File: src/rtl/riscv_ctrl_pkg.sv
// Shared encodings for the RV32I multi-cycle control unit:
// FSM states, ALU operation codes, opcodes and datapath select values.
package riscv_ctrl_pkg;

  typedef enum logic [3:0] {
    ST_FETCH,
    ST_DECODE,
    ST_EXEC_R,
    ST_EXEC_I,
    ST_ADDR,
    ST_MEM_RD,
    ST_MEM_WR,
    ST_WB_ALU,
    ST_WB_MEM,
    ST_BRANCH,
    ST_JAL,
    ST_JALR,
    ST_LUI,
    ST_AUIPC,
    ST_TRAP
  } state_t;

  typedef enum logic [3:0] {
    ALU_ADD  = 4'd0,
    ALU_SUB  = 4'd1,
    ALU_SLL  = 4'd2,
    ALU_SLT  = 4'd3,
    ALU_SLTU = 4'd4,
    ALU_XOR  = 4'd5,
    ALU_SRL  = 4'd6,
    ALU_SRA  = 4'd7,
    ALU_OR   = 4'd8,
    ALU_AND  = 4'd9
  } alu_op_t;

  localparam logic [6:0] OP_RTYPE  = 7'b0110011;
  localparam logic [6:0] OP_ITYPE  = 7'b0010011;
  localparam logic [6:0] OP_LOAD   = 7'b0000011;
  localparam logic [6:0] OP_STORE  = 7'b0100011;
  localparam logic [6:0] OP_BRANCH = 7'b1100011;
  localparam logic [6:0] OP_JAL    = 7'b1101111;
  localparam logic [6:0] OP_JALR   = 7'b1100111;
  localparam logic [6:0] OP_LUI    = 7'b0110111;
  localparam logic [6:0] OP_AUIPC  = 7'b0010111;

  localparam logic [1:0] SRCA_PC     = 2'd0;
  localparam logic [1:0] SRCA_OLDPC  = 2'd1;
  localparam logic [1:0] SRCA_RS1    = 2'd2;
  localparam logic [1:0] SRCA_ZERO   = 2'd3;

  localparam logic [1:0] SRCB_RS2    = 2'd0;
  localparam logic [1:0] SRCB_IMM    = 2'd1;
  localparam logic [1:0] SRCB_FOUR   = 2'd2;

  localparam logic [1:0] PCSEL_ALU    = 2'd0;
  localparam logic [1:0] PCSEL_ALUOUT = 2'd1;
  localparam logic [1:0] PCSEL_JALR   = 2'd2;

  localparam logic [1:0] WB_ALUOUT = 2'd0;
  localparam logic [1:0] WB_MEMRD  = 2'd1;
  localparam logic [1:0] WB_PC     = 2'd2;

endpackage

File: src/rtl/riscv_alu_decode.sv
// Maps funct3/funct7b5 to an ALU operation for register and immediate ALU instructions.
module riscv_alu_decode
  import riscv_ctrl_pkg::*;
(
  input  logic [2:0] i_funct3,
  input  logic       i_funct7b5,
  input  logic       i_is_rtype,
  output logic [3:0] o_alu_op
);

  always_comb begin
    o_alu_op = ALU_ADD;
    case (i_funct3)
      // ADDI has no SUB form; bit 30 is part of the immediate there
      3'b000:  o_alu_op = (i_is_rtype && i_funct7b5) ? ALU_SUB : ALU_ADD;
      3'b001:  o_alu_op = ALU_SLL;
      3'b010:  o_alu_op = ALU_SLT;
      3'b011:  o_alu_op = ALU_SLTU;
      3'b100:  o_alu_op = ALU_XOR;
      3'b101:  o_alu_op = i_funct7b5 ? ALU_SRA : ALU_SRL;
      3'b110:  o_alu_op = ALU_OR;
      3'b111:  o_alu_op = ALU_AND;
      default: o_alu_op = ALU_ADD;
    endcase
  end

endmodule

File: src/rtl/riscv_mc_control.sv
// Multi-cycle RV32I control FSM: sequences fetch/decode/execute/memory/writeback,
// handles memory wait states, traps on illegal encodings and counts retired instructions.
//
// state     | meaning
// FETCH     | read instruction, PC += 4 when memory responds
// DECODE    | old_pc + imm latched as branch/JAL target
// EXEC_R    | rs1 op rs2
// EXEC_I    | rs1 op imm
// ADDR      | effective address rs1 + imm
// MEM_RD    | load request, waits for mem_ready
// MEM_WR    | store request, waits for mem_ready, retires
// WB_ALU    | write alu_out to rd, retires
// WB_MEM    | write load data to rd, retires
// BRANCH    | compare rs1/rs2, PC <- target if taken, retires
// JAL       | PC <- target, rd <- PC, retires
// JALR      | PC <- (rs1 + imm) & ~1, rd <- PC, retires
// LUI       | 0 + imm
// AUIPC     | old_pc + imm
// TRAP      | illegal encoding, held until reset
module riscv_mc_control
  import riscv_ctrl_pkg::*;
#(
  parameter int CNT_W = 32
) (
  input  logic             clk,
  input  logic             reset,
  input  logic [6:0]       opcode,
  input  logic [2:0]       funct3,
  input  logic             funct7b5,
  input  logic             alu_zero,
  input  logic             alu_lt,
  input  logic             alu_ltu,
  input  logic             mem_ready,
  output logic             mem_req,
  output logic             mem_we,
  output logic             ir_we,
  output logic             pc_we,
  output logic             rf_we,
  output logic [1:0]       alu_src_a,
  output logic [1:0]       alu_src_b,
  output logic [3:0]       alu_op,
  output logic [1:0]       pc_sel,
  output logic [1:0]       wb_sel,
  output logic             illegal,
  output logic [CNT_W-1:0] instret
);

  state_t           r_state;
  logic             r_illegal;
  logic [CNT_W-1:0] r_instret;

  logic       w_is_rtype;
  logic [3:0] w_exec_op;
  logic       w_taken;
  logic       w_br_bad;

  logic       w_mem_req, w_mem_we, w_ir_we, w_pc_we, w_rf_we;
  logic [1:0] w_src_a, w_src_b, w_pc_sel, w_wb_sel;
  logic [3:0] w_alu_op;

  assign w_is_rtype = (r_state == ST_EXEC_R);

  riscv_alu_decode u_alu_decode (
    .i_funct3   (funct3),
    .i_funct7b5 (funct7b5),
    .i_is_rtype (w_is_rtype),
    .o_alu_op   (w_exec_op)
  );

  always_comb begin
    w_taken  = 1'b0;
    w_br_bad = 1'b0;
    case (funct3)
      3'b000:  w_taken = alu_zero;
      3'b001:  w_taken = ~alu_zero;
      3'b100:  w_taken = alu_lt;
      3'b101:  w_taken = ~alu_lt;
      3'b110:  w_taken = alu_ltu;
      3'b111:  w_taken = ~alu_ltu;
      default: w_br_bad = 1'b1;
    endcase
  end

  always_ff @(posedge clk) begin
    if (reset) begin
      r_state   <= ST_FETCH;
      r_illegal <= 1'b0;
      r_instret <= '0;
    end else begin
      case (r_state)
        ST_FETCH:  if (mem_ready) r_state <= ST_DECODE;
        ST_DECODE: begin
          case (opcode)
            OP_RTYPE:          r_state <= ST_EXEC_R;
            OP_ITYPE:          r_state <= ST_EXEC_I;
            OP_LOAD, OP_STORE: r_state <= ST_ADDR;
            OP_BRANCH:         r_state <= ST_BRANCH;
            OP_JAL:            r_state <= ST_JAL;
            OP_JALR:           r_state <= ST_JALR;
            OP_LUI:            r_state <= ST_LUI;
            OP_AUIPC:          r_state <= ST_AUIPC;
            default: begin
              r_state   <= ST_TRAP;
              r_illegal <= 1'b1;
            end
          endcase
        end
        ST_EXEC_R, ST_EXEC_I, ST_LUI, ST_AUIPC: r_state <= ST_WB_ALU;
        ST_ADDR:   r_state <= (opcode == OP_LOAD) ? ST_MEM_RD : ST_MEM_WR;
        ST_MEM_RD: if (mem_ready) r_state <= ST_WB_MEM;
        ST_MEM_WR: begin
          if (mem_ready) begin
            r_state   <= ST_FETCH;
            r_instret <= r_instret + {{(CNT_W-1){1'b0}}, 1'b1};
          end
        end
        ST_WB_ALU, ST_WB_MEM, ST_JAL, ST_JALR: begin
          r_state   <= ST_FETCH;
          r_instret <= r_instret + {{(CNT_W-1){1'b0}}, 1'b1};
        end
        ST_BRANCH: begin
          if (w_br_bad) begin
            r_state   <= ST_TRAP;
            r_illegal <= 1'b1;
          end else begin
            r_state   <= ST_FETCH;
            r_instret <= r_instret + {{(CNT_W-1){1'b0}}, 1'b1};
          end
        end
        ST_TRAP:   r_state <= ST_TRAP;
        default:   r_state <= ST_FETCH;
      endcase
    end
  end

  always_comb begin
    w_mem_req = 1'b0;
    w_mem_we  = 1'b0;
    w_ir_we   = 1'b0;
    w_pc_we   = 1'b0;
    w_rf_we   = 1'b0;
    w_src_a   = SRCA_PC;
    w_src_b   = SRCB_RS2;
    w_alu_op  = ALU_ADD;
    w_pc_sel  = PCSEL_ALU;
    w_wb_sel  = WB_ALUOUT;
    case (r_state)
      ST_FETCH: begin
        w_mem_req = 1'b1;
        w_src_a   = SRCA_PC;
        w_src_b   = SRCB_FOUR;
        w_ir_we   = mem_ready;
        w_pc_we   = mem_ready;
      end
      ST_DECODE: begin
        w_src_a = SRCA_OLDPC;
        w_src_b = SRCB_IMM;
      end
      ST_EXEC_R: begin
        w_src_a  = SRCA_RS1;
        w_src_b  = SRCB_RS2;
        w_alu_op = w_exec_op;
      end
      ST_EXEC_I: begin
        w_src_a  = SRCA_RS1;
        w_src_b  = SRCB_IMM;
        w_alu_op = w_exec_op;
      end
      ST_LUI: begin
        w_src_a = SRCA_ZERO;
        w_src_b = SRCB_IMM;
      end
      ST_AUIPC: begin
        w_src_a = SRCA_OLDPC;
        w_src_b = SRCB_IMM;
      end
      ST_ADDR: begin
        w_src_a = SRCA_RS1;
        w_src_b = SRCB_IMM;
      end
      ST_MEM_RD: w_mem_req = 1'b1;
      ST_MEM_WR: begin
        w_mem_req = 1'b1;
        w_mem_we  = 1'b1;
      end
      ST_WB_ALU: begin
        w_rf_we  = 1'b1;
        w_wb_sel = WB_ALUOUT;
      end
      ST_WB_MEM: begin
        w_rf_we  = 1'b1;
        w_wb_sel = WB_MEMRD;
      end
      ST_BRANCH: begin
        w_src_a  = SRCA_RS1;
        w_src_b  = SRCB_RS2;
        w_alu_op = ALU_SUB;
        w_pc_sel = PCSEL_ALUOUT;
        w_pc_we  = w_taken;
      end
      ST_JAL: begin
        w_pc_we  = 1'b1;
        w_pc_sel = PCSEL_ALUOUT;
        w_rf_we  = 1'b1;
        w_wb_sel = WB_PC;
      end
      ST_JALR: begin
        w_src_a  = SRCA_RS1;
        w_src_b  = SRCB_IMM;
        w_pc_sel = PCSEL_JALR;
        w_pc_we  = 1'b1;
        w_rf_we  = 1'b1;
        w_wb_sel = WB_PC;
      end
      default: ;
    endcase
  end

  // Reset is synchronous, so outputs are gated directly to be quiet during the reset cycle itself
  assign mem_req   = w_mem_req & ~reset;
  assign mem_we    = w_mem_we  & ~reset;
  assign ir_we     = w_ir_we   & ~reset;
  assign pc_we     = w_pc_we   & ~reset;
  assign rf_we     = w_rf_we   & ~reset;
  assign alu_src_a = reset ? 2'd0 : w_src_a;
  assign alu_src_b = reset ? 2'd0 : w_src_b;
  assign alu_op    = reset ? 4'd0 : w_alu_op;
  assign pc_sel    = reset ? 2'd0 : w_pc_sel;
  assign wb_sel    = reset ? 2'd0 : w_wb_sel;
  assign illegal   = r_illegal & ~reset;
  assign instret   = reset ? '0 : r_instret;

endmodule

File: config.mk
export PLATFORM = sky130hd
export DESIGN_NAME = riscv_mc_control
export DESIGN_NICKNAME = d
export VERILOG_FILES = /design/src/rtl/riscv_ctrl_pkg.sv /design/src/rtl/riscv_alu_decode.sv /design/src/rtl/riscv_mc_control.sv
export SDC_FILE = /design/constraint.sdc
export NUM_CORES = 1
export LEC_CHECK = 0
export BUFFER_PORTS_ARGS = -buffer_cell sky130_fd_sc_hd__buf_4
export CORE_MARGIN = 5
export CORE_UTILIZATION = 27
export DETAILED_ROUTE_END_ITERATION = 10
export HOLD_SLACK_MARGIN = 0.08
export PLACE_DENSITY = 0.54
export SYNTH_ARGS = -nofsm -noshare
export SYNTH_HDL_FRONTEND = slang
export SYNTH_SLANG_ARGS = --single-unit
File: constraint.sdc
create_clock -name clk -period 4.45 [get_ports clk]
set_input_delay 0.6675 -clock clk [delete_from_list [all_inputs] [get_ports clk]]
set_output_delay 0.6675 -clock clk [all_outputs]
set_load 0.005 [all_outputs]
# Word-level counts from Yosys, hierarchy flattened
# Index checks and enable logic that the tools add are counted.
[word_totals]
ff_bits = 37
input_bits = 17
output_inout_bits = 50
elab_cells = 103
[op_classes]
add_sub_neg = 1
eq_ne = 36
n_mux = 33
n_bitwise = 10
n_reduce_logical = 20
[ops]
columns = ["cell", "count"]
rows = [
  ["$mux W32", 3],
  ["$pmux W32 S3", 1],
  ["$pmux W4 S8", 3],
  ["$add A32 B1 Y32 const B", 1],
  ["$eq A4 B4 Y1 const B", 7],
  ["$eq A7 B6 Y1 const B", 3],
  ["$eq A7 B7 Y1 const B", 3],
  ["$mux W4", 5],
  ["$eq A4 B3 Y1 const B", 4],
  ["$eq A7 B5 Y1 const B", 2],
  ["$eq A3 B3 Y1 const B", 4],
  ["$ne A2 B2 Y1 const B", 6],
  ["$pmux W2 S2", 3],
  ["$reduce_or A6 Y1", 2],
  ["$mux W2", 5],
  ["$reduce_or A2 Y1", 5],
  ["$reduce_and A3 Y1", 3],
  ["$reduce_or A9 Y1", 1],
  ["$eq A4 B2 Y1 const B", 2],
  ["$mux W1", 8],
  ["$pmux W4 S2", 1],
  ["$reduce_or A4 Y1", 2],
  ["$eq A7 B2 Y1 const B", 1],
  ["$and A1 B1 Y1", 6],
  ["15 further kinds", 19],
]

# Longest topological paths before layout
# Gate-level depths: netlist of run 1.
[depth]
depth_word = 6
ltp_mapped = 6
depth_no_buf = 6

# Modules after synthesis
# Synthesis of run 1 repeated with hierarchy kept, for this count alone.
[hier_totals]
cells_unflattened = 331
hier_area_um2 = 2547.4
[modules_own_cells]
columns = ["module", "instances", "cells_per_inst", "area_each_um2", "seq_area_each_um2"]
rows = [
  ["riscv_mc_control", 1, 321, 2481.1, 740.7],
  ["riscv_alu_decode", 1, 10, 66.3, 0.0],
]

# Least setup slack after synthesis of run 1
# OpenSTA, ideal clock, no wires.
[synth_timing]
path_kind = "input to output"
startpoint = "input reset"
endpoint = "output alu_src_a[1]"
arrival_time_ns = 1.577
t_required_ns = 3.783
path_slack_ns = 2.205
cell_stages = 4
path_buffers = 3
cell_sequence = "clkbuf_1 > clkbuf_1 > clkbuf_1 > nor2_1"
[synth_between]
elab_chain_len = 1
[synth_rtl]
columns = ["item", "line_no", "text"]
rows = [
  ["from (decl)", "riscv_mc_control.sv:26", "input logic reset,"],
  ["$mux W2", "riscv_mc_control.sv:225", "assign alu_src_a = reset ? 2'd0 : w_src_a;"],
  ["to (decl)", "riscv_mc_control.sv:39", "output logic [1:0] alu_src_a,"],
]
# Every way passes these cells.

# Worst setup path after layout of run 1
[layout_timing]
startpoint = "register r_state[1]"
endpoint = "output alu_op[0]"
[layout_between]
elab_chain_len = 6
word_cells_on_any_way = 9
cone_classes = "eq/ne (3); mux (4); reduce/logical (2)"
[layout_rtl]
columns = ["item", "line_no", "text"]
rows = [
  ["from (decl)", "riscv_mc_control.sv:48", "state_t r_state;"],
  ["from (signal assigned)", "riscv_mc_control.sv:109", "ST_ADDR: r_state <= (opcode == OP_LOAD) ? ST_MEM_RD : ST_MEM_WR;"],
  ["$eq A4 B2 Y1", "riscv_mc_control.sv:61, riscv_mc_control.sv:147", ""],
  ["$logic_and A1 B1 Y1", "riscv_alu_decode.sv:15", "3'b000: o_alu_op = (i_is_rtype && i_funct7b5) ? ALU_SUB : ALU_ADD;"],
  ["$mux W1", "riscv_alu_decode.sv:15", ""],
  ["$pmux W4 S8", "riscv_alu_decode.sv:13", "case (i_funct3)"],
  ["$pmux W4 S2 (*)", "riscv_mc_control.sv:147", "case (r_state)"],
  ["$mux W4 (*)", "riscv_mc_control.sv:227", "assign alu_op = reset ? 4'd0 : w_alu_op;"],
  ["to (decl)", "riscv_mc_control.sv:41", "output logic [3:0] alu_op,"],
]
# Every way passes the cells marked *; elsewhere a longest branch is shown, timed or not.

==> results of run 1 <==
-- flip-flops by register name, summed over array words and instances (netlist names) --
name and cells:
r_instret 32, r_state 4, r_illegal 1
-- per-stage QoR --
| stage | cell area [µm²] | hold WS (ns) | utilization |
|---|---|---|---|
| floorplan | 2510 | 0.432 | - |
| global placement | 3080 | 0.462 | 0.336 |
| detailed placement | 3080 | 0.462 | 0.336 |
| CTS | 3180 | 0.482 | 0.348 |
| global route | 3180 | 0.518 | 0.348 |
| finish | 3180 | 0.475 | 0.348 |
-- where the power goes --
group / total [W] / switching [W] / internal [W]
clock network: 0.000281 / 0.000118 / 0.000163
registers: 0.000428 / 0.0000778 / 0.000350
logic: 0.000320 / 0.000165 / 0.000155
-- final cells by class --
cell class | instances | area share
sequential | 37 | 0.233
clock buffer | 5 | 0.0216
clock inverter | 2 | 0.0110
inverter | 10 | 0.0118
tap | 111 | 0.0436
multi-input combinational | 279 | 0.521
timing repair buffer | 67 | 0.158
-- logic make-up after synthesis --
| group | share of synthesized area |
|---|---|
| AOI/OAI and AO/OA | 0.152 |
| and+or+nand+nor | 0.414 |
| xor gates and xnor gates | 0.0767 |
| DFF | 0.295 |
| muxes | 0.0130 |
| buffers and inverters | 0.0448 |
| adders and majority gates | 0.00498 |
-- cells in the mapped netlist (2+ instances only) --
| cell | n | share of area |
|---|---|---|
| nand4_1 | 11 | 0.027 |
| nand3b_1 | 3 | 0.0090 |
| and2_1 | 4 | 0.010 |
| nand3_1 | 18 | 0.036 |
| or3_1 | 7 | 0.017 |
| a21o_1 | 2 | 0.0060 |
| o211ai_1 | 3 | 0.0090 |
| nor3_1 | 9 | 0.018 |
| o21ai_0 | 18 | 0.036 |
| o31ai_1 | 3 | 0.0090 |
| xor2_1 | 16 | 0.056 |
| buf_1 | 2 | 0.0030 |
| clkbuf_1 | 16 | 0.024 |
| nand2b_1 | 9 | 0.022 |
| nor2b_1 | 33 | 0.082 |
| or4_4 | 2 | 0.0090 |
| nand2_1 | 27 | 0.040 |
| inv_1 | 9 | 0.013 |
| nor2_1 | 45 | 0.067 |
| o22ai_1 | 3 | 0.0075 |
| xnor2_1 | 6 | 0.021 |
| or4_1 | 8 | 0.024 |
| a311oi_1 | 2 | 0.0070 |
| a31oi_1 | 4 | 0.010 |
| dfxtp_1 | 37 | 0.29 |
| and4_1 | 3 | 0.010 |
| mux2_2 | 2 | 0.0090 |
| a21oi_1 | 18 | 0.036 |
| nor4_1 | 2 | 0.0050 |
| and3_1 | 6 | 0.015 |
-- layer usage --
layer / up-vias / routed length, µm / GRT usage
met4: 0 / 29 / 0.0247
met5: - / 0 / 0
met2: 44 / 3260 / 0.194
met1: 1173 / 3200 / 0.160
li1: 1325 / - / -
met3: 2 / 299 / 0.0261
-- tightest hold or removal path: stages, from the launching register on --
cell and delay [ns]:
dfxtp_1 0.33, a311oi_1 0.05, nor2_1 0.07
-- path summary, 6_finish.rpt --
check                                              from                          to  slack [ns]  cells past startpoint
worst min-delay path             r_illegal$_SDFFE_PP0P_      r_illegal$_SDFFE_PP0P_        0.48                      2
worst max register to register  r_state[1]$_SDFFE_PP0P_  r_instret[22]$_SDFFE_PP0P_        1.88                      5
worst min register to register   r_illegal$_SDFFE_PP0P_      r_illegal$_SDFFE_PP0P_        0.48                      2
worst max-delay path            r_state[1]$_SDFFE_PP0P_                   alu_op[0]        1.60                      4
==> flow_metrics.tcl, run 1 <==
set metrics [dict create \
    multi_input_area_um2 1660 \
    drive_gt1_frac 0.205 \
    rsz0062_at_grt "no" \
    p_per_area_nw_per_um2 323 \
    grt.total_usage 0.118 \
    p_total_w 0.00103 \
    cap_violations 0 \
    cts_buffer_depth 2 \
    status "completed" \
    worstMarginPinSlew_ns 0.737 \
    syn_nets 363 \
    dp_hpwl_um 4920 \
    synthCells 345 \
    syn2layout_area_growth_pct 26.7 \
    async_flop_share 0 \
    num_vias 2544 \
    path_cells "nand2b_1, or3_1, o32ai_1, buf_4" \
    cts_resized 0 \
    synth-main-ff-cell "dfxtp_1" \
    setup_viol 0 \
    ys_warn_count 0 \
    fp.dieH_um 106 \
    fin_nets 418 \
    num_io_pins 67 \
    nFillCells 979 \
    clk_latency_ns 0.28 \
    die_area_um2 11300 \
    required_ns 3.78 \
    fin_cells 511 \
    min_path_type "reg -> reg" \
    wl_per_cell_um 13.3 \
    crit_family "flip-flops" \
    crit_type "reg -> out" \
    synth_edf_count 0 \
    yosys_register_bits 37 \
    core_um2 9150 \
    syn_area_um2 2510 \
    rows 35 \
    relSlewSlack 0.508 \
    htreeDepth 2 \
    max_freq_mhz 351 \
    startpoint_type "register" \
    layout_setup_ws_ns 1.60 \
    grt_max_degree 77 \
    ff_latch_area_um2 741 \
    setup_tns_ns 0 \
    final_common_cell "buf_4" \
    p_leak_nw 1.27 \
    numClockSinks 37 \
    grt_remaining_overflow 0 \
    cp.arrival_ns 2.18 \
    hold_viol_final 0 \
    finalWirelength_um 6790 \
    finClkSkew_ns 0.00793 \
    clk_pin_slew_ns 0.07 \
    port_buffers 66 \
    slowest_stage "dfxtp_1" \
    drv_slew 0 \
    grt_pass1_wl_um 11200 \
    drc 0 \
    vdd_drop_max_v 0.000127 \
    drt-initial-drc-count 177 \
    initial_core_util 0.274 \
    antenna_found_initial 0 \
    syn_avg_cell_area_um2 7.28 \
    crit_path_max_incr_delay_ns 0.80 \
    die_x_um 106 \
    dr.pass1.iters 4 \
    critPathMaxFanout 24 \
    globalplace.congestion 0.833 \
    postCtsHoldBufs 0 \
    cts-root-buf "clkbuf_8" \
    final_cell_mix "buf_4, nor2_1, dfxtp_1, nor2b_1, nand2_1" \
    diodes 0 \
    first_global_vias 2283 \
    fin_crit_ns 2.85 \
    cts_made_buffers 5 \
    endpoint_kind "output pin" \
    antenna_left 0 \
    synth_cell_types 47 \
    viasPerCell 4.98 \
    cts_tree "built" \
    fin_crit_sh 0.641 \
    dp.cells 504 \
    post_cts_buffers 0 \
    yosysSeqAreaShare 0.295 \
    cp_num_buf_inv 1 \
    place_ws_ns 1.80 \
]
No activity file was read; power rests on OpenSTA's default activity.
==> run 2: changes to the inputs <==
==> constraint.sdc (replaced) <==
create_clock -name clk -period 2.9 [get_ports clk]
set_input_delay 0.435 -clock clk [delete_from_list [all_inputs] [get_ports clk]]
set_output_delay 0.435 -clock clk [all_outputs]
set_load 0.005 [all_outputs]
==> flow_metrics.tcl, run 2 (same netlist as run 1, synthesis figures left out) <==
set metrics [dict create \
    status "completed" \
    postCtsHoldBufs 0 \
    setup_viol 0 \
    critPathMaxFanout 13 \
    fin_crit_sh 0.841 \
    endpoint_kind "output pin" \
    place_ws_ns 0.604 \
    syn2layout_area_growth_pct 29.0 \
    fin_nets 424 \
    routed.top_layer "met4" \
    p_total_w 0.00165 \
    rows 35 \
    p_per_area_nw_per_um2 509 \
    port_buffers 66 \
    whs_path_depth 3 \
    drt-initial-drc-count 90 \
    cp.arrival_ns 2.00 \
    rr_endpoint "r_instret[21]$_SDFFE_PP0P_" \
    cts_made_buffers 5 \
    drc 0 \
    clk_latency_ns 0.28 \
    die_area_um2 11300 \
    path_cells "buf_4, clkinv_1, a41oi_1, nor2_1, nor2_1, o32ai_1, buf_4" \
    wl_met1_um 3240 \
    grt.total_usage 0.121 \
    largest_register_ffs 32 \
    cap_violations 0 \
    numClockSinks 37 \
    fin_area_um2 3240 \
    initial_core_util 0.274 \
    cts_resized 0 \
    wl_met2_um 3280 \
    core_um2 9150 \
    crit_type "reg -> out" \
    fp.dieH_um 106 \
    worstMarginPinSlew_ns 0.516 \
    largest_register "r_instret" \
    antenna_left 0 \
    cts_buffer_depth 2 \
    nFillCells 966 \
    die_x_um 106 \
    wl_per_cell_um 13.3 \
    finalWirelength_um 6890 \
    grt_remaining_overflow 0 \
    layout_setup_ws_ns 0.460 \
    antenna_found_initial 0 \
    startpoint_type "register" \
    cts-root-buf "clkbuf_8" \
    dpl_cell_area_um2 3120 \
    drive_gt1_frac 0.216 \
    hold_viol_final 0 \
    dp_hpwl_um 5130 \
    max_freq_mhz 410 \
    crit_start "r_state[2]$_SDFFE_PP0P_" \
    num_vias 2603 \
    finClkSkew_ns 0.00844 \
    grt_pass1_wl_um 11600 \
    cts_tree "built" \
    diodes 0 \
    viasPerCell 5.03 \
    required_ns 2.47 \
    min_path_type "in -> reg" \
    fin_crit_ns 2.44 \
    r2r_start "r_state[2]$_SDFFE_PP0P_" \
    num_io_pins 67 \
    top_regs "r_instret: 32 flops, r_state: 4 flops, r_illegal: 1 flops" \
    dr.pass1.iters 4 \
    reg2reg_slack_ns 0.58 \
    final_cell_mix "buf_4, nor2_1, dfxtp_1, nor2b_1, nand2_1" \
    clk_pin_slew_ns 0.07 \
    rsz0062_at_grt "no" \
    slowest_stage "dfxtp_1" \
    worstSetupEndpoint "alu_op[0]" \
    relSlewSlack 0.651 \
    first_global_vias 2462 \
    whs_ns 0.486 \
    htreeDepth 2 \
    r2r_cells 5 \
    grt_max_degree 42 \
    final_common_cell "buf_4" \
    vdd_drop_max_v 0.000249 \
    crit_path_max_incr_delay_ns 0.58 \
    p_leak_nw 1.30 \
    setup_tns_ns 0 \
    dr_wl_met3_um 331 \
    globalplace.congestion 0.830 \
    drv_slew 0 \
    post_cts_buffers 0 \
]
run 2: changes by cell type in the layout (fill, tap and decap cells not counted):
cell      previous run  this run
clkinv_2             1         0
clkbuf_1             0         1
buf_4               67        73
clkbuf_8             5         6
run 2: worst min-delay path by stage:
stage                                    start                         end  slack, ns
floorplan               r_illegal$_SDFFE_PP0P_      r_illegal$_SDFFE_PP0P_       0.43
global placement        r_illegal$_SDFFE_PP0P_      r_illegal$_SDFFE_PP0P_       0.46
detailed placement  r_instret[30]$_SDFFE_PP0P_  r_instret[30]$_SDFFE_PP0P_       0.48
CTS                                  mem_ready     r_state[1]$_SDFFE_PP0P_       0.47
global route                         mem_ready     r_state[1]$_SDFFE_PP0P_       0.48
finish                               mem_ready     r_state[1]$_SDFFE_PP0P_       0.49
run 2: metal layers:
| metal | global-route usage | vias to the layer above |
|---|---|---|
| li1 | - | 1343 |
| met3 | 0.0237 | 2 |
| met1 | 0.161 | 1204 |
| met4 | 0.0320 | 0 |
| met2 | 0.200 | 54 |
| met5 | 0 | - |
run 2: worst max-delay path: cells and delay by family, from the launching register on:
kind,cells,cell delay (ns)
buf+inv,3,0.63
flops,1,0.58
compound gates,2,0.37
simple gates,2,0.14
run 2: final cells by class:
| class | count | area [µm²] | area share |
|---|---|---|---|
| multi-input combinational | 279 | 1660 | 0.512 |
| timing repair buffer | 73 | 548 | 0.169 |
| sequential | 37 | 741 | 0.229 |
| tap | 111 | 139 | 0.0429 |
| inverter | 10 | 37.5 | 0.0116 |
| clock inverter | 1 | 30.0 | 0.00927 |
| clock buffer | 7 | 86.3 | 0.0267 |
run 2: power breakdown:
group          switching (W)  total [W]  leakage, nW  internal (W)
logic               0.000340   0.000602        0.944      0.000262
registers          0.0000481   0.000586        0.299      0.000538
clock network       0.000181   0.000462       0.0585      0.000281
run 2: metrics by stage:
step                utilization  cells
floorplan                     -    345
global placement          0.341    510
detailed placement        0.341    510
CTS                       0.354    518
global route              0.354    518
finish                    0.354    518
==> run 3: changes to the inputs <==
--- a/config.mk
+++ b/config.mk
@@ -10,7 +10,7 @@
 export CORE_UTILIZATION = 27
 export DETAILED_ROUTE_END_ITERATION = 10
 export HOLD_SLACK_MARGIN = 0.08
-export PLACE_DENSITY = 0.54
+export PLACE_DENSITY = 0.55
 export SYNTH_ARGS = -nofsm -noshare
 export SYNTH_HDL_FRONTEND = slang
 export SYNTH_SLANG_ARGS = --single-unit
==> constraint.sdc (replaced) <==
create_clock -name clk -period 2.03 [get_ports clk]
set_input_delay 0.3045 -clock clk [delete_from_list [all_inputs] [get_ports clk]]
set_output_delay 0.3045 -clock clk [all_outputs]
set_load 0.005 [all_outputs]
==> flow_metrics.tcl, run 3 (same netlist as run 1, synthesis figures left out) <==
set metrics [dict create \
    status "finished with violations" \
    violations "negative setup slack" \
    grt.total_usage 0.126 \
    largest_register_ffs 32 \
    die_x_um 106 \
    clk_latency_ns 0.29 \
    clk_pin_slew_ns 0.08 \
    syn2layout_area_growth_pct 42.2 \
    cap_violations 0 \
    rsz0062_at_grt "yes" \
    cts_made_buffers 5 \
    power.internal_w 0.00170 \
    critPathMaxFanout 4 \
    cp.arrival_ns 2.26 \
    num_io_pins 67 \
    viasPerCell 5.05 \
    cts_buffer_depth 2 \
    dr.pass1.iters 4 \
    grt_pass1_wl_um 11900 \
    required_ns 2.25 \
    diodes 0 \
    drive_gt1_frac 0.324 \
    first_global_vias 2603 \
    comb_power_share 0.430 \
    largest_register "r_instret" \
    setup_viol 2 \
    port_buffers 66 \
    grt_remaining_overflow 0 \
    fin_crit_ns 2.04 \
    numClockSinks 37 \
    core_um2 9150 \
    startpoint_type "register" \
    fp.dieH_um 106 \
    drv_slew 0 \
    worstMarginPinSlew_ns 0.518 \
    num_vias 2744 \
    finalWirelength_um 7410 \
    rows 35 \
    layout_setup_ws_ns -0.0137 \
    fin_cells 543 \
    cts_tree "built" \
    endpoint_kind "register" \
    htreeDepth 2 \
    clkPwrFrac 0.256 \
    relSlewSlack 0.650 \
    p_leak_nw 1.46 \
    finClkSkew_ns 0.00942 \
    cts-root-buf "clkbuf_8" \
    fin_crit_sh 1.01 \
    top_regs "r_instret: 32 flops, r_state: 4 flops, r_illegal: 1 flops" \
    p_seq_frac 0.314 \
    crit_type "reg -> reg" \
    swShare 0.342 \
    fin_nets 449 \
    drt-initial-drc-count 68 \
    p_total_w 0.00259 \
    p_sw_w 0.000884 \
    drc 0 \
    grt_max_degree 35 \
    initial_core_util 0.274 \
    antenna_found_initial 0 \
    die_area_um2 11300 \
    max_freq_mhz 489 \
    min_path_type "in -> reg" \
    hold_viol_final 0 \
    final_common_cell "buf_4" \
    wl_per_cell_um 13.6 \
    globalplace.congestion 0.818 \
    dp_hpwl_um 5560 \
    final_cell_mix "buf_4, nor2_1, nor2b_1, nand2_1, dfxtp_1" \
    dp.cells 530 \
    antenna_left 0 \
    p_per_area_nw_per_um2 724 \
    vdd_drop_max_v 0.000279 \
]
[run 3: layout make-up]
cell class | instances | area (µm²)
clock buffers | 7 | 86.3
clock inverters | 1 | 30.0
fillers | 971 | 5580
inverters | 10 | 41.3
multi-input cells | 279 | 1750
flip-flops and latches | 37 | 762
well taps | 111 | 139
repair buffers | 98 | 766
[run 3: worst max-delay path, stage by stage (launching register included)]
cell and delay (ns):
dfxtp_4 0.37, nand4_4 0.11, or4_4 0.53, or4_4 0.52
or3_4 0.34, a21oi_2 0.11
[run 3: timing repair]
action / CTS / global route
hold buffers: 0 / 0
endpoints found under the setup margin: 3 / 13
gates resized for setup: 4 / 29
pin swaps: 1 / 6
cloned: 0 / 1
setup buffers: 0 / 4
[run 3: power by group through the flow]
stage          sequential (W)  clock (W)  combinational (W)
3_3_place_gp         0.000817          0           0.000969
5_1_grt              0.000818   0.000713            0.00123
3_5_place_dp         0.000819          0           0.000976
4_1_cts              0.000805   0.000675           0.000990
2_1_floorplan        0.000816          0           0.000588
6_report             0.000811   0.000662            0.00111
[run 3: per-layer routing]
metal	global-route usage	vias up	share of wire
met4	0.0329	0	0.0097
met2	0.215	57	0.50
met3	0.0279	4	0.044
met5	0	-	0
li1	-	1392	-
met1	0.160	1291	0.45
[run 3: path summary, 6_finish.rpt]
kind                         startpoint  slack (ns)  cells past startpoint                    endpoint
min reg2reg  r_instret[29]$_SDFFE_PP0P_        0.50                      2  r_instret[29]$_SDFFE_PP0P_
max          r_instret[17]$_SDFFE_PP0P_       -0.01                      5  r_instret[28]$_SDFFE_PP0P_
max reg2reg  r_instret[17]$_SDFFE_PP0P_       -0.01                      5  r_instret[28]$_SDFFE_PP0P_
min                           mem_ready        0.37                      3     r_state[1]$_SDFFE_PP0P_
[run 3: metrics by stage]
stage	cell area, µm²	setup TNS (ns)	hold WS, ns	setup slack (ns)	util
finish	3570	-0.0226	0.369	-0.0137	0.390
global route	3570	-0.135	0.373	-0.0684	0.390
CTS	3420	0	0.342	0.000304	0.373
detailed placement	3290	0	0.494	0.00141	0.359
global placement	3290	0	0.459	0.0408	0.359
floorplan	2510	0	0.432	0.0311	-
